## src/rtl/sprite_dma.sv

```systemverilog
// sprite_dma: copies the sprite attribute table from CPU RAM into sprite RAM during vblank.
// Optional feature macro: SPRITE_DMA_CHECKSUM_EN adds an XOR checksum output of the written bytes.
module sprite_dma #(
  parameter int TABLE_BYTES = 128
) (
  input  logic        clk,
  input  logic        reset_n,
  input  logic        vblank,
  input  logic        start,
  input  logic [15:0] src_base,
  input  logic        dma_ack,
  input  logic [7:0]  src_data_in,
  output logic        dma_req,
  output logic [15:0] src_addr,
  output logic [6:0]  spriteram_wr_addr,
  output logic        spriteram_wr,
  output logic [7:0]  spriteram_data_in,
  output logic        busy,
  output logic        done,
  output logic        overrun
`ifdef SPRITE_DMA_CHECKSUM_EN
  ,
  output logic [7:0]  checksum
`endif
);
  typedef enum logic [1:0] {IDLE, ARMED, XFER, DONE} state_t;
  localparam logic [7:0] TB8 = 8'(TABLE_BYTES);
  localparam logic [7:0] LAST = 8'(TABLE_BYTES - 1);
  state_t state;
  logic [15:0] base;
  logic [7:0] issue_cnt, wr_cnt;
  logic vblank_last, rise_pend, rd_valid, issue;
  // A read only issues while the bus is granted and vblank is still open
  assign issue = state == XFER && dma_req && dma_ack && vblank && issue_cnt < TB8;
  assign src_addr = base + {8'h00, issue_cnt};
  // Control FSM; the vblank rise is registered first, giving one cycle of detect latency
  always_ff @(posedge clk or negedge reset_n)
    if (!reset_n) begin
      state <= IDLE;
      base <= '0;
      issue_cnt <= '0;
      wr_cnt <= '0;
      vblank_last <= 1'b0;
      rise_pend <= 1'b0;
      dma_req <= 1'b0;
      busy <= 1'b0;
      done <= 1'b0;
      overrun <= 1'b0;
    end else begin
      vblank_last <= vblank;
      rise_pend <= state == ARMED && vblank && !vblank_last;
      done <= 1'b0;
      if (rd_valid) wr_cnt <= wr_cnt + 8'd1;
      case (state)
        IDLE:
          if (start) begin
            base <= src_base;
            overrun <= 1'b0;
            busy <= 1'b1;
            state <= ARMED;
          end
        ARMED: begin
          if (start) base <= src_base;
          if (rise_pend) begin
            issue_cnt <= '0;
            wr_cnt <= '0;
            dma_req <= 1'b1;
            state <= XFER;
          end
        end
        XFER: begin
          if (issue) begin
            issue_cnt <= issue_cnt + 8'd1;
            if (issue_cnt == LAST) dma_req <= 1'b0;
          end
          if (wr_cnt == TB8) state <= DONE;
          else if (!vblank) begin
            dma_req <= 1'b0;
            overrun <= 1'b1;
            busy <= 1'b0;
            state <= IDLE;
          end
        end
        DONE: begin
          done <= 1'b1;
          busy <= 1'b0;
          state <= IDLE;
        end
      endcase
    end
  // Write stage: the byte returned one cycle after its read is stored in sprite RAM
  always_ff @(posedge clk or negedge reset_n)
    if (!reset_n) begin
      rd_valid <= 1'b0;
      spriteram_wr <= 1'b0;
      spriteram_wr_addr <= '0;
      spriteram_data_in <= '0;
    end else begin
      rd_valid <= issue;
      spriteram_wr <= rd_valid;
      if (rd_valid) begin
        spriteram_wr_addr <= wr_cnt[6:0];
        spriteram_data_in <= src_data_in;
      end
    end
`ifdef SPRITE_DMA_CHECKSUM_EN
  // Running XOR of the bytes written in the current transfer, held after it ends
  always_ff @(posedge clk or negedge reset_n)
    if (!reset_n) checksum <= '0;
    else if (state == ARMED && rise_pend) checksum <= '0;
    else if (rd_valid) checksum <= checksum ^ src_data_in;
`endif
endmodule
```

## config.mk

```make
export PLATFORM = sky130hd
export DESIGN_NAME = sprite_dma
export DESIGN_NICKNAME = d
export VERILOG_FILES = /design/src/rtl/sprite_dma.sv
export SDC_FILE = /design/constraint.sdc
export NUM_CORES = 1
export LEC_CHECK = 0
export CORE_ASPECT_RATIO = 0.9
export CORE_MARGIN = 3
export CORE_UTILIZATION = 41
export CTS_CLUSTER_SIZE = 28
export DETAILED_ROUTE_END_ITERATION = 16
export GPL_TIMING_DRIVEN = 0
export PLACE_DENSITY = 0.71
export SYNTH_ARGS = -nofsm -noshare
export SYNTH_HDL_FRONTEND = slang
export SYNTH_SLANG_ARGS = --single-unit
```

## constraint.sdc

```tcl
create_clock -name clk -period 5.7 [get_ports clk]
set_input_delay 1.71 -clock clk [delete_from_list [all_inputs] [get_ports clk]]
set_output_delay 1.71 -clock clk [all_outputs]
set_load 0.02 [all_outputs]
```

==> results of run 1 <==
## cell usage after synthesis (2+ instances only)
cell / n / area (um2)
or4_1: 2 / 15.0
o211ai_1: 4 / 30.0
inv_1: 9 / 33.8
a31oi_1: 2 / 12.5
nand2b_1: 5 / 31.3
o22ai_1: 3 / 18.8
buf_2: 8 / 40.0
a21oi_1: 15 / 75.1
a21o_1: 6 / 45.0
nor3b_1: 2 / 15.0
ha_1: 11 / 138
xor2_1: 5 / 43.8
a2111oi_0: 2 / 17.5
and2_1: 2 / 12.5
nand4_1: 6 / 37.5
nor4_1: 8 / 50.1
mux2i_1: 4 / 40.0
and3_1: 4 / 25.0
o21ai_0: 11 / 55.1
xnor2_1: 12 / 105
mux2_2: 31 / 349
clkbuf_1: 5 / 18.8
nor2_1: 21 / 78.8
dfrtp_1: 57 / 1430
nand3_1: 15 / 75.1
nor3_1: 6 / 30.0
nand4b_1: 3 / 26.3
or3_1: 2 / 12.5
nand2_1: 13 / 48.8
nor2b_1: 8 / 50.1
## per-stage QoR
stage	cell area, um2	hold WS [ns]	worst slack, ns	utilization	total power (uW)
floorplan	3090	0.383	2.01	-	824
global placement	3840	0.384	1.14	0.535	1010
detailed placement	3860	0.396	1.39	0.537	1030
CTS	4070	0.412	0.996	0.566	1430
global route	4070	0.415	0.904	0.566	1490
finish	4070	0.406	1.02	0.566	1410
## layout make-up
| cell class | count | area (um2) |
|---|---|---|
| well taps | 93 | 116 |
| repair buffers | 65 | 656 |
| clock buffers | 12 | 155 |
| fillers | 656 | 3120 |
| multi-input cells | 216 | 1570 |
| flip-flops and latches | 57 | 1430 |
| inverters | 9 | 33.8 |
| plain buffers | 13 | 58.8 |
| clock inverters | 4 | 51.3 |
## kinds of logic after synthesis
family                   count (synthesis)  share of synthesized area
AO/OA/AOI/OAI                           51                      0.104
buffers and inverters                   22                     0.0300
adder cells (fa/ha/maj)                 12                     0.0511
AND/OR/NAND/NOR                        101                      0.179
flip-flops                              57                      0.462
XOR/XNOR                                17                     0.0482
multiplexers                            35                      0.126
## worst max-delay path by stage
stage,end,from,cells after the start,slack (ns)
global placement,base[4]$_DFFE_PN0P_,reset_n,1,1.14
CTS,src_addr[14],issue_cnt[0]$_DFFE_PN0P_,7,1.0
global route,src_addr[14],issue_cnt[0]$_DFFE_PN0P_,7,0.90
floorplan,src_addr[8],issue_cnt[0]$_DFFE_PN0P_,6,2.01
detailed placement,src_addr[14],issue_cnt[0]$_DFFE_PN0P_,7,1.39
finish,src_addr[14],issue_cnt[0]$_DFFE_PN0P_,7,1.02
## worst max-delay path, cell delays in order, from the launching register on
cell             delay (ns)
dfrtp_1                0.46
ha_1                   0.26
fa_1                   0.44
a21oi_1                0.21
o21ai_2                0.16
and3_1                 0.22
or3_1                  0.35
clkdlybuf4s50_1        0.54
## flip-flops by register name, summed over array words and instances (netlist names)
name and cells:
issue_cnt 8, wr_cnt 8, rise_pend 1, vblank_last 1, busy 1, state 2, spriteram_wr 1, spriteram_wr_addr 7
done 1, base 16, rd_valid 1, overrun 1, spriteram_data_in 8, dma_req 1
## metal layers
layer  vias to the layer above  global-route usage  wire length [um]  share of wire
met5                         -                   0                 0              0
met4                         0              0.0566                71          0.010
met3                        10              0.0449               357          0.052
met2                        54               0.258              3160           0.46
met1                      1185               0.228              3260           0.48
li1                       1219                   -                 -              -
## report_power, final
part,leakage (uW),internal (uW),switching [uW]
combinational,0.000904,243,242
clock,0.000103,226,163
sequential,0.000740,470,62.6
total,0.00175,939,468
==> run metrics, run 1 <==
total routing resource utilization after global routing=0.166; Data required, critical path=about 4.0 ns; hold violation total from the final report=0; Worst R2R Path Depth=4; arrival time of the worst setup path=between 2 and 3 ns; mean cell area of the mapped netlist=10.5 um2; clock tree from TritonCTS=done; endpoint type of the worst setup path=primary output; total of endpoints with negative setup slack in the final report=0; number of buffers on the longest clock path=2; insertion delay of the later-clocked pin in the worst-skew pair=roughly 0.34 ns; highest achievable clock rate=about 0.21 GHz; Hold Crit Class=flop to flop; input/output buffers=between 60 and 70; Max FO, Critical Path=9; kind of critical path=flop to primary output; most used cells in the layout excluding fill and tap cells=clkdlybuf4s50_1, dfrtp_1, mux2_2, nor2_1; CTS Hold Bufs=0; yosys warns=0; final worst clock skew=0.00824 ns; final critical path time including I/O delays and setup=between 4 and 5 ns; worst relative slew slack=0.544; number of design rule violations left after detail routing=0; Horiz. Die Dim=approximately 100 um; Critical R2R Launch=state[1]$_DFFE_PN0P_; asr flop ratio synth=1.00; reg-to-reg endpoint=issue_cnt[2]$_DFFE_PN0P_; DPL Wire Length=between 5000 and 6000 um; first-pass GRT wire length=~11000 um; total wire length after detailed routing=just under 7000 um; Std-Cell Rows=29; initial cell density of the core=0.430; summed negative setup slack over all endpoints=0 ns; global placer's final weighted congestion=about 0.81; status=completed; Post-CTS Setup Bufs=0; share of the cycle needed by the critical path after routing=0.821; number of instances resized during post-cts repair=0; Core Box Area=7180 um2; via density per instance=around 5.3; # clock sinks=57; Seq/Total Area, Yosys=0.462; post-synth net total=roughly 340; Max H-tree Level=3; destination of the worst hold path=rise_pend$_DFF_PN0_; register-to-register setup slack=3.94 ns; average wire length per cell after detail routing=14.6 um; Peak VDD IR=around 0.22 mV; number of routed nets with antenna violations=0; clock-pin transition on the worst setup and hold timing paths=0.07 ns; largest net degree at the start of global routing=32; synthesis-stage register bit count=57; vias in the first global route=roughly 2300; max-capacitance violation count=0; startpoint of the most critical hold path=vblank_last$_DFF_PN0_; actual slew at the worst max-slew pin=0.681 ns; clock root buffer=clkbuf_8; violation count after the first detailed-route iteration=roughly 140; number of standard cells in the final layout excluding fillers=around 470; die footprint=about 8600 um2; number of synthesized flops with an enable pin=0; vias after detailed routing=2468; layout cell share with drive strength beyond 1=0.160; placed instance count=453; nature of the critical path startpoint=flop; number of detailed-routing iterations run before antenna repair=4; leading cell type in the layout, fill and taps excluded=clkdlybuf4s50_1; gate count after technology mapping=295; area growth from synthesis to layout=31.7%; CTS buffer count=9; antenna diode count=0; IO Count=65; overall overflow remaining after global route=0; Unique masters post-synth=43; hold path cells=1; leakage=roughly 0.0017 uW; top flip-flop cell by instance count after synthesis=dfrtp_1; Power Dens Cells=between 300 and 400 nW/um2; number of slew-limit violations in the final report=0; initial antenna violation count=0; cell area after synthesis=just over 3000 um2; vertical die dimension=88.3 um; setup repair after global routing missed its margin=no; layout net count=~410
(Power assumes the default switching activity.)
==> run 2, diff against run 1 <==
==> constraint.sdc (replaced) <==
create_clock -name clk -period 4.49 [get_ports clk]
set_input_delay 1.347 -clock clk [delete_from_list [all_inputs] [get_ports clk]]
set_output_delay 1.347 -clock clk [all_outputs]
set_load 0.02 [all_outputs]
==> results of run 2 <==
The final DEF is identical to that of run 1. Status: completed.
Among the figures that moved: setup slack after placement 1.39 ns -> 0.541 ns; setup slack after layout 1.02 ns -> 0.175 ns; register-to-register setup slack 3.94 ns -> 2.73 ns; total power 1410 uW -> 1790 uW; worst IR drop on VDD 0.219 mV -> 0.278 mV
==> run 3, diff against run 2 <==
--- a/config.mk
+++ b/config.mk
@@ -8,6 +8,7 @@
 export CORE_ASPECT_RATIO = 0.9
 export CORE_MARGIN = 3
 export CORE_UTILIZATION = 41
+export CTS_BUF_LIST = sky130_fd_sc_hd__clkbuf_16
 export CTS_CLUSTER_SIZE = 28
 export DETAILED_ROUTE_END_ITERATION = 16
 export GPL_TIMING_DRIVEN = 0
==> run metrics, run 3 (synthesis results as in run 1) <==
status=completed; number of slew-limit violations in the final report=0 (unchanged); number of routed nets with antenna violations=0 (unchanged); clock tree from TritonCTS=done; final worst clock skew=0.00428 ns (-0.00396 ns); antenna diode count=0 (unchanged); final instance area=4150 um2 (+2.0%); Max H-tree Level=3 (unchanged); overall overflow remaining after global route=0 (unchanged); internal power of the cells=1330 uW; Hold Crit Class=flop to flop; leakage=0.00179 uW (+2.2%); Data required, critical path=around 3.1 ns; IO Count=65 (unchanged); final critical path time including I/O delays and setup=4.31 ns; number of standard cells in the final layout excluding fillers=469 (unchanged); layout cell share with drive strength beyond 1=0.154 (-0.00532); nature of the critical path startpoint=flop; Peak VDD IR=0.291 mV; hold violation total from the final report=0 (unchanged); CTS buffer count=9 (unchanged); number of design rule violations left after detail routing=0 (unchanged); Power Dens Cells=around 470 nW/um2; number of detailed-routing iterations run before antenna repair=5 (+1); Max FO, Critical Path=9 (unchanged); Clock power frac=0.335 (+0.058); initial cell density of the core=0.430 (unchanged); initial antenna violation count=0 (unchanged); setup repair after global routing missed its margin=no; clock root buffer=clkbuf_16; Post-CTS Setup Bufs=0 (unchanged); total routing resource utilization after global routing=0.170 (+0.00427); CTS Hold Bufs=0 (unchanged); input/output buffers=64 (unchanged); number of buffers on the longest clock path=2 (unchanged); average wire length per cell after detail routing=15.2 um (+4.0%); highest achievable clock rate=roughly 0.23 GHz; Std-Cell Rows=29 (unchanged); total wire length after detailed routing=7130 um (+4.0%); switching part of the total power=0.319; layout net count=412 (unchanged); number of flip-flops in the largest register=16 (unchanged); standard cell area after detailed placement=3860 um2 (unchanged); first-pass GRT wire length=11700 um (+2.1%); clock-pin transition on the worst setup and hold timing paths=0.05 ns (-0.02 ns); vias in the first global route=2357 (+0.90%); worst relative slew slack=0.540 (-0.00389); vias after detailed routing=2483 (+0.61%); total of endpoints with negative setup slack in the final report=0 (unchanged); actual slew at the worst max-slew pin=0.687 ns (+0.00582 ns); arrival time of the worst setup path=2.96 ns (about the same); summed negative setup slack over all endpoints=0 ns (unchanged); share of total power in combinational logic=0.316 (-0.028); part of the total power dissipated in sequential elements=0.349 (-0.030); endpoint type of the worst setup path=primary output; insertion delay of the later-clocked pin in the worst-skew pair=0.33 ns (about the same); largest net degree at the start of global routing=32 (unchanged); hold slack final=0.431 ns (+0.0252 ns); area growth from synthesis to layout=34.3%; Core Box Area=7180 um2 (unchanged); DPL Wire Length=5070 um (unchanged); max-capacitance violation count=0 (unchanged); # clock sinks=57 (unchanged); placed instance count=453 (unchanged); violation count after the first detailed-route iteration=128 (-7.9%); share of the cycle needed by the critical path after routing=0.960; kind of critical path=flop to primary output; most used cells in the layout excluding fill and tap cells=clkdlybuf4s50_1, dfrtp_1, mux2_2, nor2_1; via density per instance=5.29 (+0.61%); final design utilization=0.577 (+0.0113); net switching component of the power=slightly above 600 uW; number of instances resized during post-cts repair=0 (unchanged); die footprint=8610 um2 (unchanged); Horiz. Die Dim=97.5 um (unchanged); vertical die dimension=88.3 um (unchanged); leading cell type in the layout, fill and taps excluded=clkdlybuf4s50_1; global placer's final weighted congestion=0.811 (unchanged); Most flops, register=base
## run 3: layer usage
layer	track usage	up-vias	share of wire	wire [um]
met5	0	-	0	0
met1	0.230	1181	0.46	3250
li1	-	1219	-	-
met3	0.0607	8	0.058	417
met2	0.264	75	0.48	3410
met4	0.0440	0	0.0079	56
## run 3: worst paths after layout
| path | startpoint | end | slack [ns] | cells past startpoint |
|---|---|---|---|---|
| max | issue_cnt[0]$_DFFE_PN0P_ | src_addr[14] | 0.18 | 7 |
| min | vblank_last$_DFF_PN0_ | rise_pend$_DFF_PN0_ | 0.43 | 1 |
| max reg2reg | state[1]$_DFFE_PN0P_ | issue_cnt[2]$_DFFE_PN0P_ | 2.69 | 4 |
| min reg2reg | vblank_last$_DFF_PN0_ | rise_pend$_DFF_PN0_ | 0.43 | 1 |
| max in group asynchronous | reset_n | base[5]$_DFFE_PN0P_ | 2.88 | 2 |
| min in group asynchronous | reset_n | spriteram_wr_addr[4]$_DFFE_PN0P_ | 1.03 | 1 |
## run 3: worst max-delay path, stage by stage, from the launching register on
cell	delay, ns
dfrtp_1	0.46
ha_1	0.26
fa_1	0.44
a21oi_1	0.21
o21ai_2	0.16
and3_1	0.21
or3_1	0.35
clkdlybuf4s50_1	0.54
## run 3: cell type report
type                    count  area, um2
clock buffers               9        225
inverters                   9       33.8
multi-input cells         216       1570
plain buffers              13       58.8
fillers                   637       3040
flip-flops and latches     57       1430
clock inverters             7       62.6
well taps                  93        116
repair buffers             65        656
## run 3: through the flow
step,total power (uW),setup WS [ns]
after floorplan,1050,1.16
after global placement,1290,0.294
after detailed placement,1300,0.541
after CTS,1970,0.181
after global routing,2060,0.0815
final,1950,0.180
## run 3: power by group through the flow
stage,combinational [uW],clock [uW],sequential [uW]
floorplan,336,0,709
global placement,606,0,682
detailed placement,616,0,686
CTS,624,667,680
global route,674,692,696
finish,617,653,680
